### src/rtl/mem_port_arbiter_if.sv
// rtl/mem_port_arbiter_if.sv - Signal bundle for the fetch, load/store and memory sides of mem_port_arbiter
//
// Groups every handshake and bus signal of the arbiter. The slave modport is
// the arbiter's view. The master modport is the view of whatever surrounds it:
// the fetch unit, the load/store unit and the memory.
//
// Signals:
//   if_req, if_addr, if_pf_addr          fetch request and its opcode/prefetch addresses
//   if_opc, if_pf_opc, if_done, hold     fetched word pair, completion pulse, fetch stall
//   ls_req, ls_we, ls_addr, ls_wdata     load/store request
//   ls_rdata, ls_done                    load data and completion pulse
//   mem_en, mem_we, mem_addr, mem_wdata  memory access strobe and write side
//   mem_rdata, mem_ready                 memory read data and access-complete
interface mem_port_arbiter_if #(
  parameter int ADDR_W = 16,
  parameter int DATA_W = 16
);

  logic              if_req;
  logic [ADDR_W-1:0] if_addr;
  logic [ADDR_W-1:0] if_pf_addr;
  logic [DATA_W-1:0] if_opc;
  logic [DATA_W-1:0] if_pf_opc;
  logic              if_done;
  logic              hold;

  logic              ls_req;
  logic              ls_we;
  logic [ADDR_W-1:0] ls_addr;
  logic [DATA_W-1:0] ls_wdata;
  logic [DATA_W-1:0] ls_rdata;
  logic              ls_done;

  logic              mem_en;
  logic              mem_we;
  logic [ADDR_W-1:0] mem_addr;
  logic [DATA_W-1:0] mem_wdata;
  logic [DATA_W-1:0] mem_rdata;
  logic              mem_ready;

  modport slave (
    input  if_req, if_addr, if_pf_addr,
    output if_opc, if_pf_opc, if_done, hold,
    input  ls_req, ls_we, ls_addr, ls_wdata,
    output ls_rdata, ls_done,
    output mem_en, mem_we, mem_addr, mem_wdata,
    input  mem_rdata, mem_ready
  );

  modport master (
    output if_req, if_addr, if_pf_addr,
    input  if_opc, if_pf_opc, if_done, hold,
    output ls_req, ls_we, ls_addr, ls_wdata,
    input  ls_rdata, ls_done,
    input  mem_en, mem_we, mem_addr, mem_wdata,
    output mem_rdata, mem_ready
  );

endinterface

### src/rtl/mem_port_arbiter.sv
// rtl/mem_port_arbiter.sv - Arbiter sharing one 16-bit memory port between instruction fetch and load/store
//
// Instruction fetch needs a pair of words: the opcode and the prefetch word.
// This block issues that pair as an atomic two-beat sequence, arbitrates it
// against single-beat load/store accesses, and drives hold to stall the
// fetch unit and decoder until the pair has been delivered.
//
// Optional feature, macro MEM_PORT_ARB_REUSE_EN: a one-entry buffer holds the
// last prefetch word. A fetch whose opcode address equals the previous prefetch
// address takes its opcode from the buffer and issues only the prefetch beat.
//
// Ports:
//   clk    in   core clock, rising edge
//   a_rst  in   asynchronous active-low reset; drops any in-flight access
//   bus    slave modport of mem_port_arbiter_if:
//            fetch side      if_req/if_addr/if_pf_addr in, if_opc/if_pf_opc/if_done/hold out
//            load/store side ls_req/ls_we/ls_addr/ls_wdata in, ls_rdata/ls_done out
//            memory side     mem_en/mem_we/mem_addr/mem_wdata out, mem_rdata/mem_ready in
module mem_port_arbiter #(
  parameter int ADDR_W = 16,
  parameter int DATA_W = 16
) (
  input  logic              clk,
  input  logic              a_rst,
  mem_port_arbiter_if.slave bus
);

  typedef enum logic [1:0] {
    S_IDLE  = 2'd0,
    S_IF_LO = 2'd1,
    S_IF_HI = 2'd2,
    S_LS    = 2'd3
  } state_t;

  state_t            r_state;
  state_t            w_state_nxt;

  // 0: load/store wins a tie, 1: fetch wins a tie
  logic              r_pri;

  logic [DATA_W-1:0] r_if_opc;
  logic [DATA_W-1:0] r_if_pf_opc;
  logic [DATA_W-1:0] r_ls_rdata;
  logic              r_if_done;
  logic              r_ls_done;

  logic              w_if_elig;
  logic              w_ls_elig;
  logic              w_hit;

  logic              w_mem_en;
  logic              w_mem_we;
  logic [ADDR_W-1:0] w_mem_addr;
  logic [DATA_W-1:0] w_mem_wdata;

  logic              w_if_lo_fire;
  logic              w_if_hi_fire;
  logic              w_ls_fire;

  // A requester whose done pulse is high this cycle still shows its old
  // request; ignoring it here keeps that stale request from issuing twice.
  assign w_if_elig = bus.if_req & ~r_if_done;
  assign w_ls_elig = bus.ls_req & ~r_ls_done;

  assign w_if_lo_fire = (r_state == S_IF_LO) & bus.mem_ready;
  assign w_if_hi_fire = (r_state == S_IF_HI) & bus.mem_ready;
  assign w_ls_fire    = (r_state == S_LS)    & bus.mem_ready;

`ifdef MEM_PORT_ARB_REUSE_EN
  logic              r_buf_valid;
  logic [ADDR_W-1:0] r_last_pf_addr;
  logic [DATA_W-1:0] r_last_pf_data;

  // Any completed write may have changed the buffered word, so it invalidates
  // the buffer regardless of address.
  always_ff @(posedge clk or negedge a_rst) begin
    if (!a_rst) begin
      r_buf_valid    <= 1'b0;
      r_last_pf_addr <= '0;
      r_last_pf_data <= '0;
    end else if (w_if_hi_fire) begin
      r_buf_valid    <= 1'b1;
      r_last_pf_addr <= bus.if_pf_addr;
      r_last_pf_data <= bus.mem_rdata;
    end else if (w_ls_fire && bus.ls_we) begin
      r_buf_valid    <= 1'b0;
    end
  end

  assign w_hit = r_buf_valid & (bus.if_addr == r_last_pf_addr);
`else
  assign w_hit = 1'b0;
`endif

  // Next-state and memory-port decode
  always_comb begin
    w_state_nxt = r_state;
    w_mem_en    = 1'b0;
    w_mem_we    = 1'b0;
    w_mem_addr  = '0;
    w_mem_wdata = '0;

    case (r_state)
      S_IDLE: begin
        if (w_if_elig && (!w_ls_elig || r_pri)) begin
          w_state_nxt = w_hit ? S_IF_HI : S_IF_LO;
        end else if (w_ls_elig) begin
          w_state_nxt = S_LS;
        end
      end

      S_IF_LO: begin
        w_mem_en   = 1'b1;
        w_mem_addr = bus.if_addr;
        if (bus.mem_ready) begin
          w_state_nxt = S_IF_HI;
        end
      end

      S_IF_HI: begin
        w_mem_en   = 1'b1;
        w_mem_addr = bus.if_pf_addr;
        if (bus.mem_ready) begin
          w_state_nxt = S_IDLE;
        end
      end

      S_LS: begin
        w_mem_en    = 1'b1;
        w_mem_we    = bus.ls_we;
        w_mem_addr  = bus.ls_addr;
        w_mem_wdata = bus.ls_wdata;
        if (bus.mem_ready) begin
          w_state_nxt = S_IDLE;
        end
      end

      default: begin
        w_state_nxt = S_IDLE;
      end
    endcase
  end

  // State register, captured data and completion pulses
  always_ff @(posedge clk or negedge a_rst) begin
    if (!a_rst) begin
      r_state     <= S_IDLE;
      r_pri       <= 1'b0;
      r_if_opc    <= '0;
      r_if_pf_opc <= '0;
      r_ls_rdata  <= '0;
      r_if_done   <= 1'b0;
      r_ls_done   <= 1'b0;
    end else begin
      r_state   <= w_state_nxt;
      r_if_done <= w_if_hi_fire;
      r_ls_done <= w_ls_fire;

      if (w_if_lo_fire) begin
        r_if_opc <= bus.mem_rdata;
      end
`ifdef MEM_PORT_ARB_REUSE_EN
      else if ((r_state == S_IDLE) && (w_state_nxt == S_IF_HI)) begin
        // Buffer hit: the opcode word is already on hand, load it at grant.
        r_if_opc <= r_last_pf_data;
      end
`endif

      // Fairness: a finished load/store hands the next tie to fetch, and a
      // finished fetch pair hands it back.
      if (w_if_hi_fire) begin
        r_if_pf_opc <= bus.mem_rdata;
        r_pri       <= 1'b0;
      end

      if (w_ls_fire) begin
        r_pri <= 1'b1;
        if (!bus.ls_we) begin
          r_ls_rdata <= bus.mem_rdata;
        end
      end
    end
  end

  assign bus.mem_en    = w_mem_en;
  assign bus.mem_we    = w_mem_we;
  assign bus.mem_addr  = w_mem_addr;
  assign bus.mem_wdata = w_mem_wdata;

  assign bus.if_opc    = r_if_opc;
  assign bus.if_pf_opc = r_if_pf_opc;
  assign bus.if_done   = r_if_done;
  assign bus.ls_rdata  = r_ls_rdata;
  assign bus.ls_done   = r_ls_done;

  // Falls in the if_done cycle so the fetch unit resumes with the pair in hand.
  assign bus.hold = bus.if_req & ~r_if_done;

endmodule

### src/flat_wrapper.sv
// flat-port wrapper written by rule: the top's interface ports become plain ports
module mem_port_arbiter_flat 
#(
  parameter int ADDR_W = 16,
  parameter int DATA_W = 16
)
  (clk, a_rst, bus_if_req, bus_if_addr, bus_if_pf_addr, bus_if_opc, bus_if_pf_opc, bus_if_done, bus_hold, bus_ls_req, bus_ls_we, bus_ls_addr, bus_ls_wdata, bus_ls_rdata, bus_ls_done, bus_mem_en, bus_mem_we, bus_mem_addr, bus_mem_wdata, bus_mem_rdata, bus_mem_ready);
  mem_port_arbiter_if #(.ADDR_W(ADDR_W), .DATA_W(DATA_W)) bus_i ();
  input  logic clk;
  input  logic a_rst;
  input wire logic [$bits(bus_i.if_req)-1:0] bus_if_req;
  input wire logic [$bits(bus_i.if_addr)-1:0] bus_if_addr;
  input wire logic [$bits(bus_i.if_pf_addr)-1:0] bus_if_pf_addr;
  output wire logic [$bits(bus_i.if_opc)-1:0] bus_if_opc;
  output wire logic [$bits(bus_i.if_pf_opc)-1:0] bus_if_pf_opc;
  output wire logic [$bits(bus_i.if_done)-1:0] bus_if_done;
  output wire logic [$bits(bus_i.hold)-1:0] bus_hold;
  input wire logic [$bits(bus_i.ls_req)-1:0] bus_ls_req;
  input wire logic [$bits(bus_i.ls_we)-1:0] bus_ls_we;
  input wire logic [$bits(bus_i.ls_addr)-1:0] bus_ls_addr;
  input wire logic [$bits(bus_i.ls_wdata)-1:0] bus_ls_wdata;
  output wire logic [$bits(bus_i.ls_rdata)-1:0] bus_ls_rdata;
  output wire logic [$bits(bus_i.ls_done)-1:0] bus_ls_done;
  output wire logic [$bits(bus_i.mem_en)-1:0] bus_mem_en;
  output wire logic [$bits(bus_i.mem_we)-1:0] bus_mem_we;
  output wire logic [$bits(bus_i.mem_addr)-1:0] bus_mem_addr;
  output wire logic [$bits(bus_i.mem_wdata)-1:0] bus_mem_wdata;
  input wire logic [$bits(bus_i.mem_rdata)-1:0] bus_mem_rdata;
  input wire logic [$bits(bus_i.mem_ready)-1:0] bus_mem_ready;
  assign bus_i.if_req = bus_if_req;
  assign bus_i.if_addr = bus_if_addr;
  assign bus_i.if_pf_addr = bus_if_pf_addr;
  assign bus_if_opc = bus_i.if_opc;
  assign bus_if_pf_opc = bus_i.if_pf_opc;
  assign bus_if_done = bus_i.if_done;
  assign bus_hold = bus_i.hold;
  assign bus_i.ls_req = bus_ls_req;
  assign bus_i.ls_we = bus_ls_we;
  assign bus_i.ls_addr = bus_ls_addr;
  assign bus_i.ls_wdata = bus_ls_wdata;
  assign bus_ls_rdata = bus_i.ls_rdata;
  assign bus_ls_done = bus_i.ls_done;
  assign bus_mem_en = bus_i.mem_en;
  assign bus_mem_we = bus_i.mem_we;
  assign bus_mem_addr = bus_i.mem_addr;
  assign bus_mem_wdata = bus_i.mem_wdata;
  assign bus_i.mem_rdata = bus_mem_rdata;
  assign bus_i.mem_ready = bus_mem_ready;
  mem_port_arbiter #(.ADDR_W(ADDR_W), .DATA_W(DATA_W)) u_core (.clk(clk), .a_rst(a_rst), .bus(bus_i));
endmodule
### config.mk
export PLATFORM = sky130hd
export DESIGN_NAME = mem_port_arbiter_flat
export DESIGN_NICKNAME = d
export VERILOG_FILES = /design/src/rtl/mem_port_arbiter_if.sv /design/src/rtl/mem_port_arbiter.sv /design/src/flat_wrapper.sv
export SDC_FILE = /design/constraint.sdc
export NUM_CORES = 1
export LEC_CHECK = 0
export ABC_AREA = 1
export CORE_MARGIN = 2
export CORE_UTILIZATION = 35
export DETAILED_ROUTE_END_ITERATION = 8
export PLACE_DENSITY = 0.76
export SETUP_SLACK_MARGIN = 0.05
export SYNTH_ARGS = -nofsm -noshare
export SYNTH_HDL_FRONTEND = slang
export SYNTH_SLANG_ARGS = --single-unit
### constraint.sdc
create_clock -name clk -period 2.67 [get_ports clk]
set_input_delay 0.6675 -clock clk [delete_from_list [all_inputs] [get_ports clk]]
set_output_delay 0.6675 -clock clk [all_outputs]
set_load 0.1 [all_outputs]
== Word level (Yosys, flattened, before mapping) ==
Cells that the tools add are included.

* Bits in registers: 53
* Input port bits: 86

* Eq/ne operators: 6
* Muxes and demuxes: 11
* Bitwise gates (word level): 8
* Reductions and logical operators: 9

{| class="wikitable"
|+ Operators by type and width
! operator !! count
|-
| case mux 16 bit (3 select lines) || 1
|-
| 2-to-1 mux 16 bit || 1
|-
| 2-to-1 mux 2 bit || 4
|-
| case mux 2 bit (3 select lines) || 1
|-
| AND 1 bit || 5
|-
| equality test 2 bit (second input constant) || 2
|-
| 2-to-1 mux 1 bit || 4
|-
| != test 3 x 1 -> 1 bit (second input constant) || 1
|-
| inverter 1 bit || 3
|-
| AND reduction 3 bit || 1
|-
| OR reduction 3 bit || 1
|-
| equality test 2 x 1 -> 1 bit (second input constant) || 1
|-
| logical NOT 2 bit || 1
|-
| != test 2 x 1 -> 1 bit (second input constant) || 1
|-
| != test 2 bit (second input constant) || 1
|-
| AND reduction 2 bit || 1
|-
| nonzero test 2 bit || 1
|-
| OR reduction 2 bit || 1
|-
| logical AND 1 bit || 1
|-
| logical NOT 1 bit || 1
|-
| logical OR 1 bit || 1
|}

== Longest topological paths before layout ==
* Depth after elaboration: 7
* Gate-level depth with buffers: 6
* Mapped depth without buffers: 6

== Worst setup path after synthesis ==
No wires, ideal clock.

* Path kind: register to output
* From: reg u_core.r_state[0]
* To: out bus_mem_wdata[10]
* Data arrival time: 2.138 ns
* Setup slack: -0.136 ns
* Cell stages (with the launch flop): 5
* Path buffers: 2
* Path through: dfrtp_1 > nand2_2 > buf_6 > buf_2 > nor2_1

* Word-level cells in the longest chain between the ends: 2

{| class="wikitable"
|+ RTL lines
! element !! RTL line !! RTL
|-
| start: declaration || mem_port_arbiter.sv:35 || <nowiki>state_t r_state;</nowiki>
|-
| start signal: assignment || mem_port_arbiter.sv:155 || <nowiki>r_state <= w_state_nxt;</nowiki>
|-
| equality test 2 bit || mem_port_arbiter.sv:103 || <nowiki>case (r_state)</nowiki>
|-
| 2-to-1 mux 16 bit || mem_port_arbiter.sv:103 ||
|-
| end: declaration || flat_wrapper.sv:27 || <nowiki>output wire logic [$bits(bus_i.mem_wdata)-1:0] bus_mem_wdata;</nowiki>
|}

No other way between the ends.

== Worst setup path after layout ==
* From: reg u_core.r_state[0]
* To: out bus_mem_addr[0]

* Word-level cells in the longest chain between the ends: 2
* Elaborated cells on any way between the ends: 4
* Those cells by class: eq/ne (3); mux (1)

{| class="wikitable"
|+ RTL lines
! element !! RTL line !! RTL
|-
| equality test 2 bit or equality test 2 x 1 -> 1 bit (tied branches) || mem_port_arbiter.sv:103 ||
|-
| case mux 16 bit (3 select lines) * || mem_port_arbiter.sv:103 ||
|-
| end: declaration || flat_wrapper.sv:26 || <nowiki>output wire logic [$bits(bus_i.mem_addr)-1:0] bus_mem_addr;</nowiki>
|}

Mark *: on every way between the ends. The rest lies on a longest branch, timed or not.

==> flow_summary.yaml <==
die:
  io-pin-count: 171
  core_mm2: 0.00809
  fp.dieW_um: 94.5
  start_util: 0.354
  die_area_mm2: 0.00893
  fp-row-count: 33
  dieHeight_um: 94.5
cts:
  hold_buffers: 0
  cts_made_buffers: 5
  clk-insertion-delay-late_ns: 0.30
  cts.sinks: 53
  ctsResizeCount: 0
  cts_max_level: 2
  cts_root_buf: "clkbuf_8"
  cts_tree: "yes"
  clk_pin_slew_ns: 0.09
  post-cts-setup-buffers: 0
  clockBufferDepth: 2
route:
  num_vias: 2541
  drt_iter0_drc: 75
  ant_nets: 0
  wire_per_inst_um: 13.9
  drc_errors: 0
  totalWireLength_um: 8080
  via_per_inst: 4.39
  first_pass_iters: 4
global_routing:
  grt_pass1_wl_um: 12300
  grt_overflow: 0
  grt_pass1_vias: 2505
  grt_usage: 0.175
  grt_max_degree: 34
  grt_antenna_before_repair: 0
logic_synthesis:
  ys_seq_area_frac: 0.462
  syn_inst: 309
  syn_nets: 395
  synth_area_leaders: "dfrtp_1, o21ai_2, nand2_2"
  synth_top_area_frac: 0.462
  ys_types: 18
  synth_area_per_cell_um2: 9.28
  ys_ff_latch: 53
  synth_area_mm2: 0.00287
  yosysWarnings: 0
  yosysTopAreaCell: "dfrtp_1"
sta:
  slew_headroom: 0.641
  setup_violations: 0
  tns_ns: 0
  tightest_slew_ns: 0.538
  rsz0062_at_grt: "false"
  finClkSkew_ns: 0.0107
  min_period_ns: 2.46
  drv_slew: 0
  fmax_mhz: 407
  post-route-period-util: 0.920
  final_hold_viol_count: 0
  setup_slack_ns: 0.212
place:
  placed_area_mm2: 0.00478
  gp_congestion: 0.702
  hpwl_um: 6430
  io_buffers: 170
  dp_slack_ns: 0.383
setup_path:
  rr_worst_depth: 5
  endpoint_kind: "output pin"
  required_ns: 2.00
  cp_data_arrival_time_ns: 1.79
  critPathKind: "flip-flop to output pin"
  r2r_end: "u_core.bus.if_opc[0]"
  critPathLaunchType: "flip-flop"
  crit_path_max_fanout: 20
  crit_end: "bus_mem_addr[0]"
  rr_startpoint: "u_core.r_state[0]"
  cp-startpoint: "u_core.r_state[0]"
  reg2reg_slack_ns: 0.96
worst_hold_path:
  worstHoldPathType: "input port to async pin"
finish:
  final_util: 0.601
  final_cell_mix: "clkdlybuf4s50_1, nand2_1, buf_4, dfrtp_1"
  diodes: 0
  nets: 560
  postLayoutCellArea_mm2: 0.00486
  area_growth_pct: 69.5
  layout-drive-gt1-share: 0.443
  final_common_cell: "clkdlybuf4s50_1"
outcome:
  status: "completed"
run:
  cap_viol_max_count: 0
[routing by layer]
metal  GRT usage  up-vias  part of all wire
met4      0.0362        0            0.0073
met1       0.197     1148              0.37
li1            -     1277                 -
met3      0.0734        6              0.12
met2       0.312      110              0.50
met5           0        -                 0
[area by class of cell]
cell class | count | area [um2]
clock buffers | 6 | 72.6
clock inverters | 1 | 8.76
fillers | 722 | 3230
inverters | 43 | 166
multi-input cells | 199 | 1230
flip-flops and latches | 53 | 1330
well taps | 105 | 131
repair buffers | 172 | 1920
[through the flow]
| step | std cells | hold slack [ns] |
|---|---|---|
| 2_1_floorplan | 309 | 0.372 |
| 3_3_place_gp | 572 | 0.471 |
| 3_5_place_dp | 572 | 0.475 |
| 4_1_cts | 579 | 0.337 |
| 5_1_grt | 579 | 0.342 |
| 6_report | 579 | 0.329 |
[flip-flops by register name, indices dropped and copies added, names as in the netlist]
signal and cells:
u_core.bus.if_pf_opc 16, u_core.r_pri 1, u_core.bus.if_done 1, u_core.bus.ls_done 1, u_core.bus.if_opc 16, u_core.bus.ls_rdata 16, u_core.r_state 2
[how the worst min path moves through the flow]
stage | startpoint | endpoint | cells past startpoint
global route | a_rst | u_core.bus.ls_rdata[12] | 1
floorplan | a_rst | u_core.bus.if_done | 0
detailed placement | u_core.bus.if_pf_opc[14] | u_core.bus.if_pf_opc[14] | 2
CTS | a_rst | u_core.bus.if_pf_opc[12] | 1
global placement | u_core.bus.ls_rdata[4] | u_core.bus.ls_rdata[4] | 2
finish | a_rst | u_core.bus.if_opc[12] | 1
[worst max-delay path, stage by stage, from the launching register on]
cell     delay (ns)
dfrtp_1        0.50
nand2_2        0.32
inv_6          0.26
nand2_1        0.08
nand3_1        0.14
buf_12         0.19
[synth_stat cells]
cell and instances:
nand2_2 48, inv_1 39, nand2_1 56, o22ai_1 1, o21bai_1 1, inv_2 3
o21ai_0 1, nand3_2 10, buf_8 1, nor2_4 3, nand3_1 8, dfrtp_1 53
inv_6 1, buf_2 3, nand2_4 3, nor2_1 20, buf_6 10, o21ai_2 48
[kinds of logic (layout without fill, tap and decap cells)]
kind of cell,count (synthesis),after routing,share of synthesized area
compound gates,51,51,0.153
buf+inv,57,222,0.108
flops,53,53,0.462
simple gates,148,148,0.277
Power is not shown: default switching activity piles up to over one toggle a cycle in this logic, so the estimate is an artifact.
